## src/rtl/riscv_pkg.sv

```systemverilog
// Shared RV32I base-opcode constants, sequencer state encoding and trap-cause codes.
package riscv_pkg;

    localparam logic [6:0] OP_REG    = 7'b0110011;
    localparam logic [6:0] OP_IMM    = 7'b0010011;
    localparam logic [6:0] OP_LOAD   = 7'b0000011;
    localparam logic [6:0] OP_STORE  = 7'b0100011;
    localparam logic [6:0] OP_BRANCH = 7'b1100011;
    localparam logic [6:0] OP_JAL    = 7'b1101111;
    localparam logic [6:0] OP_JALR   = 7'b1100111;
    localparam logic [6:0] OP_LUI    = 7'b0110111;
    localparam logic [6:0] OP_AUIPC  = 7'b0010111;

    typedef enum logic [2:0] {
        ST_FETCH   = 3'd0,
        ST_DECODE  = 3'd1,
        ST_EXECUTE = 3'd2,
        ST_MEM     = 3'd3,
        ST_WB      = 3'd4,
        ST_TRAP    = 3'd5
    } seq_state_e;

    typedef enum logic [1:0] {
        CAUSE_NONE    = 2'b00,
        CAUSE_ILLEGAL = 2'b01,
        CAUSE_IMEM_TO = 2'b10,
        CAUSE_DMEM_TO = 2'b11
    } trap_cause_e;

    function automatic logic is_legal_opcode(input logic [6:0] op);
        case (op)
            OP_REG, OP_IMM, OP_LOAD, OP_STORE, OP_BRANCH,
            OP_JAL, OP_JALR, OP_LUI, OP_AUIPC: is_legal_opcode = 1'b1;
            default:                           is_legal_opcode = 1'b0;
        endcase
    endfunction

endpackage

```

## src/rtl/wait_timer.sv

```systemverilog
// Stall counter for memory handshakes; saturates once it has counted TIMEOUT idle cycles.
module wait_timer #(
    parameter int unsigned TIMEOUT = 255
) (
    input  logic clk,
    input  logic n_rst,
    input  logic clear,
    input  logic inc,
    output logic expired
);

    localparam int unsigned CW = (TIMEOUT > 0) ? $clog2(TIMEOUT + 1) : 1;

    logic [CW-1:0] count_q;
    logic [CW-1:0] count_d;

    assign expired = (count_q == CW'(TIMEOUT));

    always_comb begin
        count_d = count_q;
        if (clear) begin
            count_d = '0;
        end else if (inc && !expired) begin
            count_d = count_q + CW'(1);
        end
    end

    always_ff @(posedge clk or negedge n_rst) begin
        if (!n_rst) begin
            count_q <= '0;
        end else begin
            count_q <= count_d;
        end
    end

endmodule

```

## src/rtl/instr_sequencer.sv

```systemverilog
// Multi-cycle instruction control FSM: fetch/decode/execute/mem/writeback with
// memory-timeout and illegal-opcode traps, plus a retired-instruction counter.
module instr_sequencer
    import riscv_pkg::*;
#(
    parameter int unsigned TIMEOUT = 255
) (
    input  logic        clk,
    input  logic        n_rst,
    input  logic [6:0]  opcode,
    input  logic        reg_wr,
    input  logic        mem_rd,
    input  logic        mem_wr,
    input  logic        imem_ready,
    input  logic        dmem_ready,
    output logic        imem_req,
    output logic        dmem_req,
    output logic        dmem_we,
    output logic        ir_en,
    output logic        pc_en,
    output logic        rf_we,
    output logic        trap,
    output logic [1:0]  trap_cause,
    output logic [2:0]  state,
    output logic [31:0] retired
);

    seq_state_e  state_q;
    seq_state_e  state_d;
    trap_cause_e cause_q;
    trap_cause_e cause_d;
    logic [31:0] retired_q;
    logic        wait_inc;
    logic        wait_expired;

    // Any cycle that is not a stalled handshake clears the timer, which covers entry to FETCH and MEM.
    assign wait_inc = ((state_q == ST_FETCH) && !imem_ready) ||
                      ((state_q == ST_MEM)   && !dmem_ready);

    wait_timer #(
        .TIMEOUT (TIMEOUT)
    ) u_wait_timer (
        .clk     (clk),
        .n_rst   (n_rst),
        .clear   (!wait_inc),
        .inc     (wait_inc),
        .expired (wait_expired)
    );

    always_comb begin
        state_d  = state_q;
        cause_d  = cause_q;
        imem_req = 1'b0;
        dmem_req = 1'b0;
        dmem_we  = 1'b0;
        ir_en    = 1'b0;
        pc_en    = 1'b0;
        rf_we    = 1'b0;
        case (state_q)
            ST_FETCH: begin
                imem_req = 1'b1;
                if (imem_ready) begin
                    ir_en   = 1'b1;
                    state_d = ST_DECODE;
                end else if (wait_expired) begin
                    state_d = ST_TRAP;
                    cause_d = CAUSE_IMEM_TO;
                end
            end
            ST_DECODE: begin
                if (is_legal_opcode(opcode)) begin
                    state_d = ST_EXECUTE;
                end else begin
                    state_d = ST_TRAP;
                    cause_d = CAUSE_ILLEGAL;
                end
            end
            ST_EXECUTE: begin
                if (mem_rd || mem_wr) begin
                    state_d = ST_MEM;
                end else if (reg_wr) begin
                    state_d = ST_WB;
                end else begin
                    pc_en   = 1'b1;
                    state_d = ST_FETCH;
                end
            end
            ST_MEM: begin
                dmem_req = 1'b1;
                dmem_we  = mem_wr;
                // A simultaneous read+write request is resolved as a store.
                if (dmem_ready) begin
                    if (mem_wr) begin
                        pc_en   = 1'b1;
                        state_d = ST_FETCH;
                    end else begin
                        state_d = ST_WB;
                    end
                end else if (wait_expired) begin
                    state_d = ST_TRAP;
                    cause_d = CAUSE_DMEM_TO;
                end
            end
            ST_WB: begin
                rf_we   = 1'b1;
                pc_en   = 1'b1;
                state_d = ST_FETCH;
            end
            ST_TRAP: begin
                state_d = ST_TRAP;
            end
            default: begin
                state_d = ST_FETCH;
            end
        endcase
    end

    always_ff @(posedge clk or negedge n_rst) begin
        if (!n_rst) begin
            state_q   <= ST_FETCH;
            cause_q   <= CAUSE_NONE;
            retired_q <= '0;
        end else begin
            state_q <= state_d;
            cause_q <= cause_d;
            if (pc_en) begin
                retired_q <= retired_q + 32'd1;
            end
        end
    end

    assign trap       = (state_q == ST_TRAP);
    assign trap_cause = cause_q;
    assign state      = state_q;
    assign retired    = retired_q;

endmodule

```

## config.mk

```make
export PLATFORM = sky130hd
export DESIGN_NAME = instr_sequencer
export DESIGN_NICKNAME = d
export VERILOG_FILES = /design/src/rtl/riscv_pkg.sv /design/src/rtl/wait_timer.sv /design/src/rtl/instr_sequencer.sv
export SDC_FILE = /design/constraint.sdc
export NUM_CORES = 1
export LEC_CHECK = 0
export BUFFER_PORTS_ARGS = -buffer_cell sky130_fd_sc_hd__buf_4
export CAP_MARGIN = 20
export CELL_PAD_IN_SITES_DETAIL_PLACEMENT = 0
export CELL_PAD_IN_SITES_GLOBAL_PLACEMENT = 2
export CORE_UTILIZATION = 30
export CTS_CLUSTER_DIAMETER = 100
export DETAILED_ROUTE_END_ITERATION = 8
export PLACE_DENSITY = 0.83
export SLEW_MARGIN = 20
export SYNTH_ARGS = -nofsm -noshare
export SYNTH_HDL_FRONTEND = slang
export SYNTH_HIERARCHICAL = 1
export SYNTH_SLANG_ARGS = --single-unit
```

## constraint.sdc

```tcl
create_clock -name clk -period 4.3 [get_ports clk]
set_clock_uncertainty 0.2 [all_clocks]
set_input_delay 0.43 -clock clk [delete_from_list [all_inputs] [get_ports clk]]
set_output_delay 0.43 -clock clk [all_outputs]
set_load 0.02 [all_outputs]
```

==> flow_summary.json <==
{
  "slew_headroom_pct": 31.1,
  "core_mm2": 0.00777,
  "crit_arrival_ns": 2.01,
  "synth_mux_area_share_pct": 2.38,
  "cts_tree": "yes",
  "min_to": "state[1]",
  "critPathMaxFanout": 15,
  "cts_resized": 0,
  "die_w_um": 91.8,
  "die_area_mm2": 0.00843,
  "vdd_drop_max_mv": 0.201,
  "hp-class": "input pin to flip-flop",
  "wl_um": 5050,
  "ios": 58,
  "yosysTopAreaCellShare_pct": 46.6,
  "gp_congestion": 0.750,
  "drtAntennaViolNets": 0,
  "grt_usage_pct": 13.3,
  "cts.reportedPaths.clkPinSlew_ns": 0.08,
  "reg2reg_from": "state[1]",
  "cp.required_ns": 3.67,
  "grt_max_degree": 46,
  "synth_seq_area_share_pct": 46.6,
  "dpl-instance-area_mm2": 0.00293,
  "ys.flop_type": "dfrtp_1",
  "reg2reg_to": "retired[14]",
  "p_leak_nw": 1.44,
  "endpoint_kind": "output pin",
  "die_h_um": 91.8,
  "ys_types": 55,
  "worstSetupPathType": "flip-flop to output pin",
  "dp_hpwl_um": 3610,
  "synth_compound_area_share_pct": 8.79,
  "max_clock_freq_ghz": 0.379,
  "htreeDepth": 2,
  "ys_ff_latch": 45,
  "synthCells": 230,
  "drt_iter0_drc": 44,
  "drive_above_1_share_pct": 31.4,
  "grt_pass1_wl_um": 9100,
  "synth-edff-count": 0,
  "layout_commonest_cell": "buf_4",
  "via_count": 1874,
  "async_flop_share_pct": 100,
  "avgSynthCellArea_um2": 10.5,
  "status": "complete, no violations",
  "hold_depth": 3,
  "synth_top_family_by_area": "simple AND/OR/NAND/NOR gates",
  "root_buffer": "clkbuf_8",
  "start_util_pct": 31.1,
  "synth_largest_area_cell": "dfrtp_1",
  "maxCapViolCount": 0,
  "overflow": 0,
  "rsz0062_at_grt": "false",
  "tightest_slew_ns": 1.03,
  "fin_crit_ns": 2.64,
  "synthesis.area_mm2": 0.00242,
  "antenna_found_initial": 0,
  "numClockSinks": 45,
  "syn-num-nets": 246,
  "final.setup.tns_ns": 0,
  "min_from": "opcode[0]",
  "syn_to_final_growth_pct": 25.8,
  "insertedDiodeCount": 0,
  "most-common-layout-cells": "buf_4 (57), dfrtp_1 (45), xor2_1 (21), nor2_1 (18), nand2_1 (16)",
  "startpoint_type": "flip-flop",
  "power_density_mw_per_mm2": 398,
  "rrSetupSlack_ns": 1.71,
  "report.power.total_mw": 1.21,
  "post-route-cell-area_mm2": 0.00304,
  "first_pass_iters": 4,
  "maxSlewViolCount": 0,
  "clock_latency_ns": 0.29,
  "vias_per_cell": 4.82,
  "fin_crit_sh_pct": 61.4,
  "portBuffers": 57,
  "wl_per_cell_um": 13.0,
  "row_count": 32,
  "grt_pass1_vias": 1881,
  "final-setup-viol-count": 0,
  "yosys-top-cells-area": "dfrtp_1 (47%), xor2_1 (7.6%), nor3_2 (3.7%)",
  "nets": 303,
  "clockBufferDepth": 2,
  "worstRegToRegCells": 5,
  "hold_slack_ns": 0.266,
  "cts_buffers": 5,
  "synthAdderAreaFrac_pct": 1.03,
  "hold_viol": 0,
  "post-route-drc-count": 0,
  "yosys.area_share.xor_xnor_pct": 11.2,
  "yosysWarnings": 6,
  "synthSimpleGateAreaFrac_pct": 26.5
}
-- cell usage after synthesis, types with 2 or more instances --
cell type / count
nand2b_1: 3
nor3_1: 5
o21ai_0: 3
a211oi_1: 4
and4_1: 2
a21oi_1: 3
nor2b_1: 4
buf_2: 4
clkbuf_1: 2
o21bai_1: 2
dfrtp_1: 45
nor3_2: 9
nor4_2: 2
a22o_1: 2
nand2_1: 16
inv_1: 10
and2_1: 4
ha_1: 2
nand4_1: 8
nor2_1: 18
a31oi_1: 3
nand3_1: 12
nor3b_2: 2
xnor2_1: 10
and3_1: 4
mux2i_1: 2
xor2_1: 21
-- area by class of cell --
| cell class | instances | area [µm²] |
|---|---|---|
| Clock inverter | 2 | 35.0 |
| Sequential cell | 45 | 1130 |
| Fill cell | 778 | 4730 |
| Timing Repair Buffer | 58 | 438 |
| Tap cell | 102 | 128 |
| Clock buffer | 5 | 68.8 |
| Multi-Input combinational cell | 167 | 1210 |
| Inverter | 10 | 37.5 |
-- metrics by stage --
stage | instances | utilization [%] | worst slack (ns)
3_5_place_dp | 381 | 37.7 | 1.72
4_1_cts | 389 | 39.2 | 1.64
5_1_grt | 389 | 39.2 | 1.49
6_report | 389 | 39.2 | 1.66
3_3_place_gp | 381 | 37.7 | 1.76
2_1_floorplan | 230 | - | 2.01
-- kinds of logic after synthesis --
logic type	after synthesis
compound gates	27
xor+xnor	31
fa+ha+maj	2
buf+inv	18
flops	45
mux	5
simple gates	102
-- power by group --
part	internal, mW	switching, mW
sequential	0.461	0.0727
clock	0.169	0.143
combinational	0.163	0.202
total	0.793	0.419
-- sequential cells by signal (all words and copies together) (netlist names) --
register / cells
trap_cause: 2
u_wait_timer/count_q: 8
state: 3
retired: 32
-- metal layers --
| layer | GRT usage, % | vias up | share of wire, % |
|---|---|---|---|
| met3 | 3.40 | 5 | 4.9 |
| li1 | - | 918 | - |
| met2 | 21.2 | 51 | 45 |
| met4 | 3.52 | 0 | 1.1 |
| met1 | 17.9 | 900 | 48 |
| met5 | 0 | - | 0 |
-- worst max-delay path by stage --
| stage | start | end | slack (ns) | cells after the start |
|---|---|---|---|---|
| floorplan | state[0] | u_wait_timer/count_q[7] | 2.01 | 6 |
| global placement | state[1] | retired[14] | 1.76 | 5 |
| detailed placement | state[1] | retired[14] | 1.72 | 5 |
| CTS | state[1] | pc_en | 1.64 | 4 |
| global route | state[1] | pc_en | 1.49 | 4 |
| finish | state[1] | pc_en | 1.66 | 4 |
-- timing repair --
action | CTS | global route
setup buffers | 0 | 0
hold buffers | 1 | 0
hold endpoints to repair | 45 | 0
-- critical path, cell delays in order, from the launching register on --
cell     delay [ns]
dfrtp_1        0.56
and4b_1        0.30
a22o_2         0.29
or2_1          0.34
buf_4          0.21
(Power assumes the default switching activity.)
